File: config.mk
export PLATFORM = sky130hd
export DESIGN_NAME = mem_port_arbiter
export DESIGN_NICKNAME = d
export VERILOG_FILES = /design/src/rtl/mem_port_arbiter.sv
export SDC_FILE = /design/constraint.sdc
export NUM_CORES = 1
export LEC_CHECK = 0
export ABC_CLOCK_PERIOD_IN_PS = 1600
export CAP_MARGIN = 10
export CORE_MARGIN = 4
export CORE_UTILIZATION = 36
export CTS_CLUSTER_SIZE = 14
export DETAILED_ROUTE_END_ITERATION = 7
export PLACE_DENSITY = 0.75
export SYNTH_ARGS = -nofsm -noshare
export SYNTH_HDL_FRONTEND = slang
export SYNTH_SLANG_ARGS = --single-unit
File: constraint.sdc
create_clock -name clk -period 1.6 [get_ports clk]
set_input_delay 0.32 -clock clk [delete_from_list [all_inputs] [get_ports clk]]
set_output_delay 0.32 -clock clk [all_outputs]
set_load 0.02 [all_outputs]
File: src/rtl/mem_port_arbiter.sv
// mem_port_arbiter
//   Two-requester arbiter and sequencer for the shared memory port
//   (MAR / memory / MDR path). IF (instruction fetch, read-only) and EX
//   (load/store, read/write) compete for the port. One access is run at a
//   time as IDLE -> ADDR -> ACCESS (wait on MFC or time out) -> DONE.
//   Contention is resolved round-robin.
//
// Ports
//   clk, rst            clock; asynchronous active-high reset
//   if_req/if_addr      fetch read request; held until if_ack
//   if_ack/if_err       one-cycle completion pulse to IF; timeout flag
//   ex_req/ex_we/       execute request; we = 1 means write
//   ex_addr/ex_wdata
//   ex_ack/ex_err       one-cycle completion pulse to EX; timeout flag
//   rdata               captured read data; valid while either ack is high
//   mem_addr/mem_wdata  latched address and write data to memory
//   mem_rdata           memory data in; sampled on the ACCESS->DONE edge
//   mem_EN/mem_RW       memory enable; 1 = read, 0 = write
//   MFC                 memory function complete
//   grant               01 = IF owns port, 10 = EX owns port, 00 = idle
//   busy                high in every state except IDLE
module mem_port_arbiter #(
  parameter int ADDR_W  = 8,
  parameter int DATA_W  = 16,
  parameter int TIMEOUT = 15
) (
  input  logic              clk,
  input  logic              rst,
  input  logic              if_req,
  input  logic [ADDR_W-1:0] if_addr,
  output logic              if_ack,
  output logic              if_err,
  input  logic              ex_req,
  input  logic              ex_we,
  input  logic [ADDR_W-1:0] ex_addr,
  input  logic [DATA_W-1:0] ex_wdata,
  output logic              ex_ack,
  output logic              ex_err,
  output logic [DATA_W-1:0] rdata,
  output logic [ADDR_W-1:0] mem_addr,
  output logic [DATA_W-1:0] mem_wdata,
  input  logic [DATA_W-1:0] mem_rdata,
  output logic              mem_EN,
  output logic              mem_RW,
  input  logic              MFC,
  output logic [1:0]        grant,
  output logic              busy
);

  localparam int CNT_W = (TIMEOUT > 1) ? $clog2(TIMEOUT) : 1;
  localparam logic [CNT_W-1:0] LP_CNT_LAST = (TIMEOUT > 0) ? CNT_W'(TIMEOUT - 1) : '0;
  localparam bit LP_TO_EN = (TIMEOUT != 0);

  typedef enum logic [1:0] {
    S_IDLE,
    S_ADDR,
    S_ACCESS,
    S_DONE
  } state_t;

  state_t r_state;
  state_t w_next;

  logic              r_owner_ex;  // 1 = EX owns the current transaction
  logic              r_last_ex;   // 1 = EX was granted most recently
  logic              r_we;
  logic              r_err;
  logic [ADDR_W-1:0] r_addr;
  logic [DATA_W-1:0] r_wdata;
  logic [DATA_W-1:0] r_rdata;
  logic [CNT_W-1:0]  r_cnt;

  logic w_start;
  logic w_pick_ex;
  logic w_mfc_done;
  logic w_timeout;

  always_ff @(posedge clk or posedge rst) begin
    if (rst) r_state <= S_IDLE;
    else     r_state <= w_next;
  end

  always_comb begin
    w_next     = r_state;
    w_start    = 1'b0;
    w_pick_ex  = 1'b0;
    w_mfc_done = 1'b0;
    w_timeout  = 1'b0;
    case (r_state)
      S_IDLE: begin
        if (if_req || ex_req) begin
          w_start = 1'b1;
          // EX wins when alone, or on contention when IF was granted last
          w_pick_ex = ex_req && (!if_req || !r_last_ex);
          w_next = S_ADDR;
        end
      end
      S_ADDR: w_next = S_ACCESS;
      S_ACCESS: begin
        // MFC takes priority over a timeout on the same edge
        if (MFC) begin
          w_mfc_done = 1'b1;
          w_next = S_DONE;
        end else if (LP_TO_EN && (r_cnt == LP_CNT_LAST)) begin
          w_timeout = 1'b1;
          w_next = S_DONE;
        end
      end
      S_DONE: w_next = S_IDLE;
      default: w_next = S_IDLE;
    endcase
  end

  always_ff @(posedge clk or posedge rst) begin
    if (rst) begin
      r_owner_ex <= 1'b0;
      r_last_ex  <= 1'b1;
      r_we       <= 1'b0;
      r_err      <= 1'b0;
      r_addr     <= '0;
      r_wdata    <= '0;
      r_rdata    <= '0;
      r_cnt      <= '0;
    end else begin
      if (w_start) begin
        r_owner_ex <= w_pick_ex;
        r_last_ex  <= w_pick_ex;
        r_addr     <= w_pick_ex ? ex_addr : if_addr;
        r_we       <= w_pick_ex & ex_we;
        r_wdata    <= w_pick_ex ? ex_wdata : '0;
        r_err      <= 1'b0;
        r_rdata    <= '0;
      end
      if (w_mfc_done) begin
        r_rdata <= r_we ? '0 : mem_rdata;
        r_err   <= 1'b0;
      end
      if (w_timeout) begin
        r_rdata <= '0;
        r_err   <= 1'b1;
      end
      r_cnt <= (r_state == S_ACCESS) ? r_cnt + CNT_W'(1) : '0;
    end
  end

  always_comb begin
    grant  = 2'b00;
    busy   = 1'b0;
    mem_EN = 1'b0;
    mem_RW = 1'b0;
    if_ack = 1'b0;
    ex_ack = 1'b0;
    if (r_state != S_IDLE) begin
      grant = r_owner_ex ? 2'b10 : 2'b01;
      busy  = 1'b1;
    end
    if (r_state == S_ADDR || r_state == S_ACCESS) mem_RW = ~r_we;
    if (r_state == S_ACCESS) mem_EN = 1'b1;
    if (r_state == S_DONE) begin
      if_ack = ~r_owner_ex;
      ex_ack = r_owner_ex;
    end
  end

  assign if_err    = if_ack & r_err;
  assign ex_err    = ex_ack & r_err;
  assign rdata     = r_rdata;
  assign mem_addr  = r_addr;
  assign mem_wdata = r_wdata;

endmodule

Yosys cells after proc, flatten, opt, wreduce, memory -nomap -nowiden:

Cells that the tools add are included.

* register bits after elaboration: 50
* input bits: 54
* output and inout bits: 49
* word-level logic and storage cells: 61

* add/sub/neg operators: 1
* equal/unequal tests: 6
* muxes and demuxes: 30
* bitwise logic cells: 5
* reductions and logical operators: 10

Operators by type and width (count)
* 16-bit 2-to-1 mux: 5
* 1-bit 2-to-1 mux: 17
* 2-bit 2-to-1 mux: 5
* 8-bit 2-to-1 mux: 1
* 2-bit case mux with 4 select lines: 1
* 4-bit by 1-bit adder with 4-bit output, second input constant: 1
* 2-bit == test, second input constant: 2
* 4-bit == test, second input constant: 1
* 4-bit 2-to-1 mux: 1
* 1-bit bitwise AND: 3
* 1-bit logical OR: 3
* 3-bit inequality test, second input constant: 1
* 3-bit nonzero test: 1
* 2-bit by 1-bit == test with 1-bit output, second input constant: 1
* 1-bit logical NOT: 2
* 2-bit logical NOT: 1
* 2-bit inequality test, second input constant: 1
* 1-bit inverter: 2
* 2-bit AND reduction: 1
* 2-bit nonzero test: 1
* 1-bit logical AND: 1

Longest topological paths before layout:

* word-level depth: 6
* depth in mapped cells: 8
* mapped depth without buffers: 5

Worst setup path after synthesis:

Ideal clock, no wire load.

* path type: reg-to-reg
* start: register r_state[0]
* end: register r_rdata[0], in the netlist rdata[0]
* library setup time: 0.064 ns
* arrival time: 1.590 ns
* slack: -0.054 ns
* cell stages (with the launch flop): 7
* path buffers: 1
* path through: dfrtp_1 > inv_1 > ha_1 > and2b_1 > a211oi_4 > buf_6 > a22o_2

* longest elaborated chain between the ends: 4

RTL lines
* from (decl): RTL line 61 `state_t r_state;`
* from (signal assigned): RTL line 80 `else r_state <= w_next;`
* 2-bit == test: RTL line 89 `case (r_state)`
* 1-bit 2-to-1 mux: RTL line 89
* 16-bit 2-to-1 mux: RTL line 134 `if (w_mfc_done) begin`
* 16-bit 2-to-1 mux: RTL line 138 `if (w_timeout) begin`
* to (signal assigned): RTL line 135 `r_rdata <= r_we ? '0 : mem_rdata;`
* to (decl): RTL line 70 `logic [DATA_W-1:0] r_rdata;`

Parallel ways exist; a longest one is shown, timed or not.
A chain may end at the register's enable or synchronous reset.

Worst setup path in the final report:

* start: register r_state[0]
* end: output port mem_RW

* longest elaborated chain between the ends: 3

RTL lines
* 2-bit by 1-bit == test with 1-bit output / 2-bit == test (equally long branches): RTL line 157 `if (r_state == S_ADDR || r_state == S_ACCESS) mem_RW = ~r_we;`
* 1-bit logical OR *: RTL line 157
* 1-bit 2-to-1 mux *: RTL line 157
* to (decl): RTL line 44 `output logic mem_RW,`

Mark *: on every way between the ends. The rest lies on a longest branch, timed or not.

==> flow_summary.toml <==
[critical_path]
crit_type = "register to output pin"
cp.arrival_ns = 1.37
critical_path_peak_fanout = 3
cp-start-kind = "register"
cpMostUsedCell = "buf_6"
crit_slowest_cell = "dfrtp_1"
cp-end-kind = "output pin"
path_cells = "inv_2, buf_6, ha_4, nor2b_4, buf_6"
cpPeakStageDelay_ns = 0.40
cp_data_required_time_ns = 1.28

[detailed_routing]
routed_wl_um = 6080
num_vias = 1853
detail-route-antenna-nets = 0
drt-vias-per-instance = 5.10
first_pass_iters = 4
wl_per_cell_um = 16.7
dr.first_iter.drc_count = 55
post-route-drc-count = 0

[yosys]
synth_compound_area_share_pct = 25.3
yosys.area_share.simple_pct = 7.47
synth_top_area_share_pct = 57.6
synth_area_per_cell_sq_um = 12.5
ys_types = 32
synth_async_sr_flop_share_pct = 100
synth-seq-cells = 50
synth_edf_count = 0
synthesis.nets = 229
synth.mux.area_fraction_pct = 0.529
synthXorXnorAreaFrac_pct = 0.823
synth_area_leader_cell = "dfrtp_1"
synthAdderAreaFrac_pct = 2.94
syn_inst = 170
synth_area_leaders = "dfrtp_1 58%, a22o_1 9.5%, a22o_2 4.7%, o2111ai_1 3.3%, ha_1 2.9%"
synth.yosys.seq_area_share_pct = 58.8
synth_area_sq_um = 2130
synth_top_family_by_area = "compound AO/OA/AOI/OAI gates"
ys_warn_count = 0
synthFlopType = "dfrtp_1"

[clock_network]
clk_pin_slew_ns = 0.10
hold_buffers = 0
numCtsBuffers = 5
clk_path_buf_depth = 2
htreeDepth = 2
cts.sinks = 50
cts_tree = "yes"
clkLatencyLatePin_ns = 0.30
clockRootBuffer = "clkbuf_8"

[sta]
skew_ns = 0.0103
finalHoldViolCount = 0
rsz0062_at_grt = "true"
worst_pin_slew_ns = 0.536
hold-worst-slack_ns = 0.341
period_share_pct = 106
min_period_ns = 1.69
finalMaxSlewViolations = 0
slew_headroom_pct = 64.1
finalSetupViolCount = 22
postLayoutSetupSlackWorst_ns = -0.0883
max_freq_mhz = 592

[floorplan]
start_util_pct = 38.0
chipWidth_um = 84.9
die_h_um = 84.9
dieArea_sq_um = 7210
core_area_sq_um = 5610
core.rowCount = 27
ios = 103

[grt]
antenna_found_initial = 0
grt_pass1_wl_um = 9590
grt_overflow = 0
grt_pass1_vias = 1861
grt_usage_pct = 16.7
grt_start_max_net_pins = 33

[job]
maxCapViolations = 0

[worst_hold_path]
hold_class = "input port to asynchronous set/reset pin"

[finish]
layout_common_cells = "53 x clkdlybuf4s50_1, 49 x dfrtp_1, 32 x dlygate4sd2_1"
layout_commonest_cell = "clkdlybuf4s50_1"
final_area_sq_um = 3630
drive_gt1_share_pct = 24.4
num_antenna_cells = 0
utilization_pct = 64.8
syn_to_final_growth_pct = 70.7
fin_nets = 349
instances_no_fill = 363

[power]
powerDensity_nw_per_um2 = 1880
leakagePower_uw = 0.00179
peakVddDrop_uv = 1110

[place]
place.gp.congestion = 0.747
dpl_worst_slack_ns = -0.283
post_dp_cell_area_sq_um = 3290
placedCellCount = 347
hpwl_um = 4250
io_buffers = 102

[run_status]
violations = "negative setup slack"
status = "finished with violations"
[sequential cells by signal, summed over array words and instances (netlist names)]
signal	count
mem_addr	8
mem_wdata	16
r_cnt	4
r_err	1
r_last_ex	1
r_owner_ex	1
r_state	2
r_we	1
rdata	16
[final cells by class]
type | count | area [sq um]
clock buffer | 5 | 68.8
clock inverter | 3 | 23.8
fill | 469 | 1970
inverter | 7 | 26.3
multi-input combinational | 103 | 958
sequential | 50 | 1250
tap | 72 | 90.1
timing repair buffer | 123 | 1210
[Yosys cell counts, types with 5 or more instances]
| master | n |
|---|---|
| a22o_1 | 23 |
| ha_1 | 5 |
| nor2b_1 | 5 |
| a22o_2 | 10 |
| o2111ai_1 | 8 |
| o21ai_0 | 8 |
| buf_2 | 7 |
| inv_1 | 6 |
| dfrtp_1 | 49 |
| nor2_1 | 11 |
| and2_1 | 6 |
| a31oi_1 | 8 |
[worst max-delay path: cells and delay by family (launching register included)]
kind / cells / cell delay (ns)
buf+inv: 3 / 0.30
fa+ha+maj: 1 / 0.25
flops: 1 / 0.40
simple gates: 1 / 0.13
[routing by layer]
metal | part of all wire [%] | GRT usage (%)
met3 | 7.8 | 4.56
met5 | 0 | 0
met1 | 40 | 21.1
met4 | 0.92 | 4.32
met2 | 51 | 28.3
[final timing paths]
check	start	endpoint	slack [ns]	depth (start not counted)
min in group clk	mem_wdata[4]	mem_wdata[4]	0.51	1
min reg2reg	mem_wdata[4]	mem_wdata[4]	0.51	1
max	r_state[0]	mem_RW	-0.09	5
min	rst	rdata[0]	0.34	3
max in group asynchronous	rst	r_state[0]	0.89	3
max reg2reg	r_state[0]	rdata[13]	-0.07	7
[through the flow]
step	power, uW	setup TNS [ns]
floorplan	4060	0
global placement	5670	-7.43
detailed placement	5750	-9.34
CTS	6600	-1.16
global route	7260	-2.64
finish	6830	-0.792
[report_power, final]
part | internal [uW] | switching (uW) | leakage (uW) | total (uW)
Sequential | 1810 | 345 | 0.000638 | 2150
Combinational | 1970 | 1960 | 0.00111 | 3930
Clock | 313 | 433 | 0.0000408 | 746
[logic make-up after synthesis]
family / count (synthesis)
buffers and inverters: 17
multiplexers: 1
XOR/XNOR: 2
AND/OR/NAND/NOR: 30
adder cells (fa/ha/maj): 5
AO/OA/AOI/OAI: 65
flip-flops: 50
[timing repair]
item	in CTS	in global routing
endpoints found under the hold margin	0	0
setup endpoints to repair	85	55
pin swaps	10	18
gates resized for setup	91	47
gates cloned	1	0
setup buffers	6	4
Power figures use the tool's default switching activity.
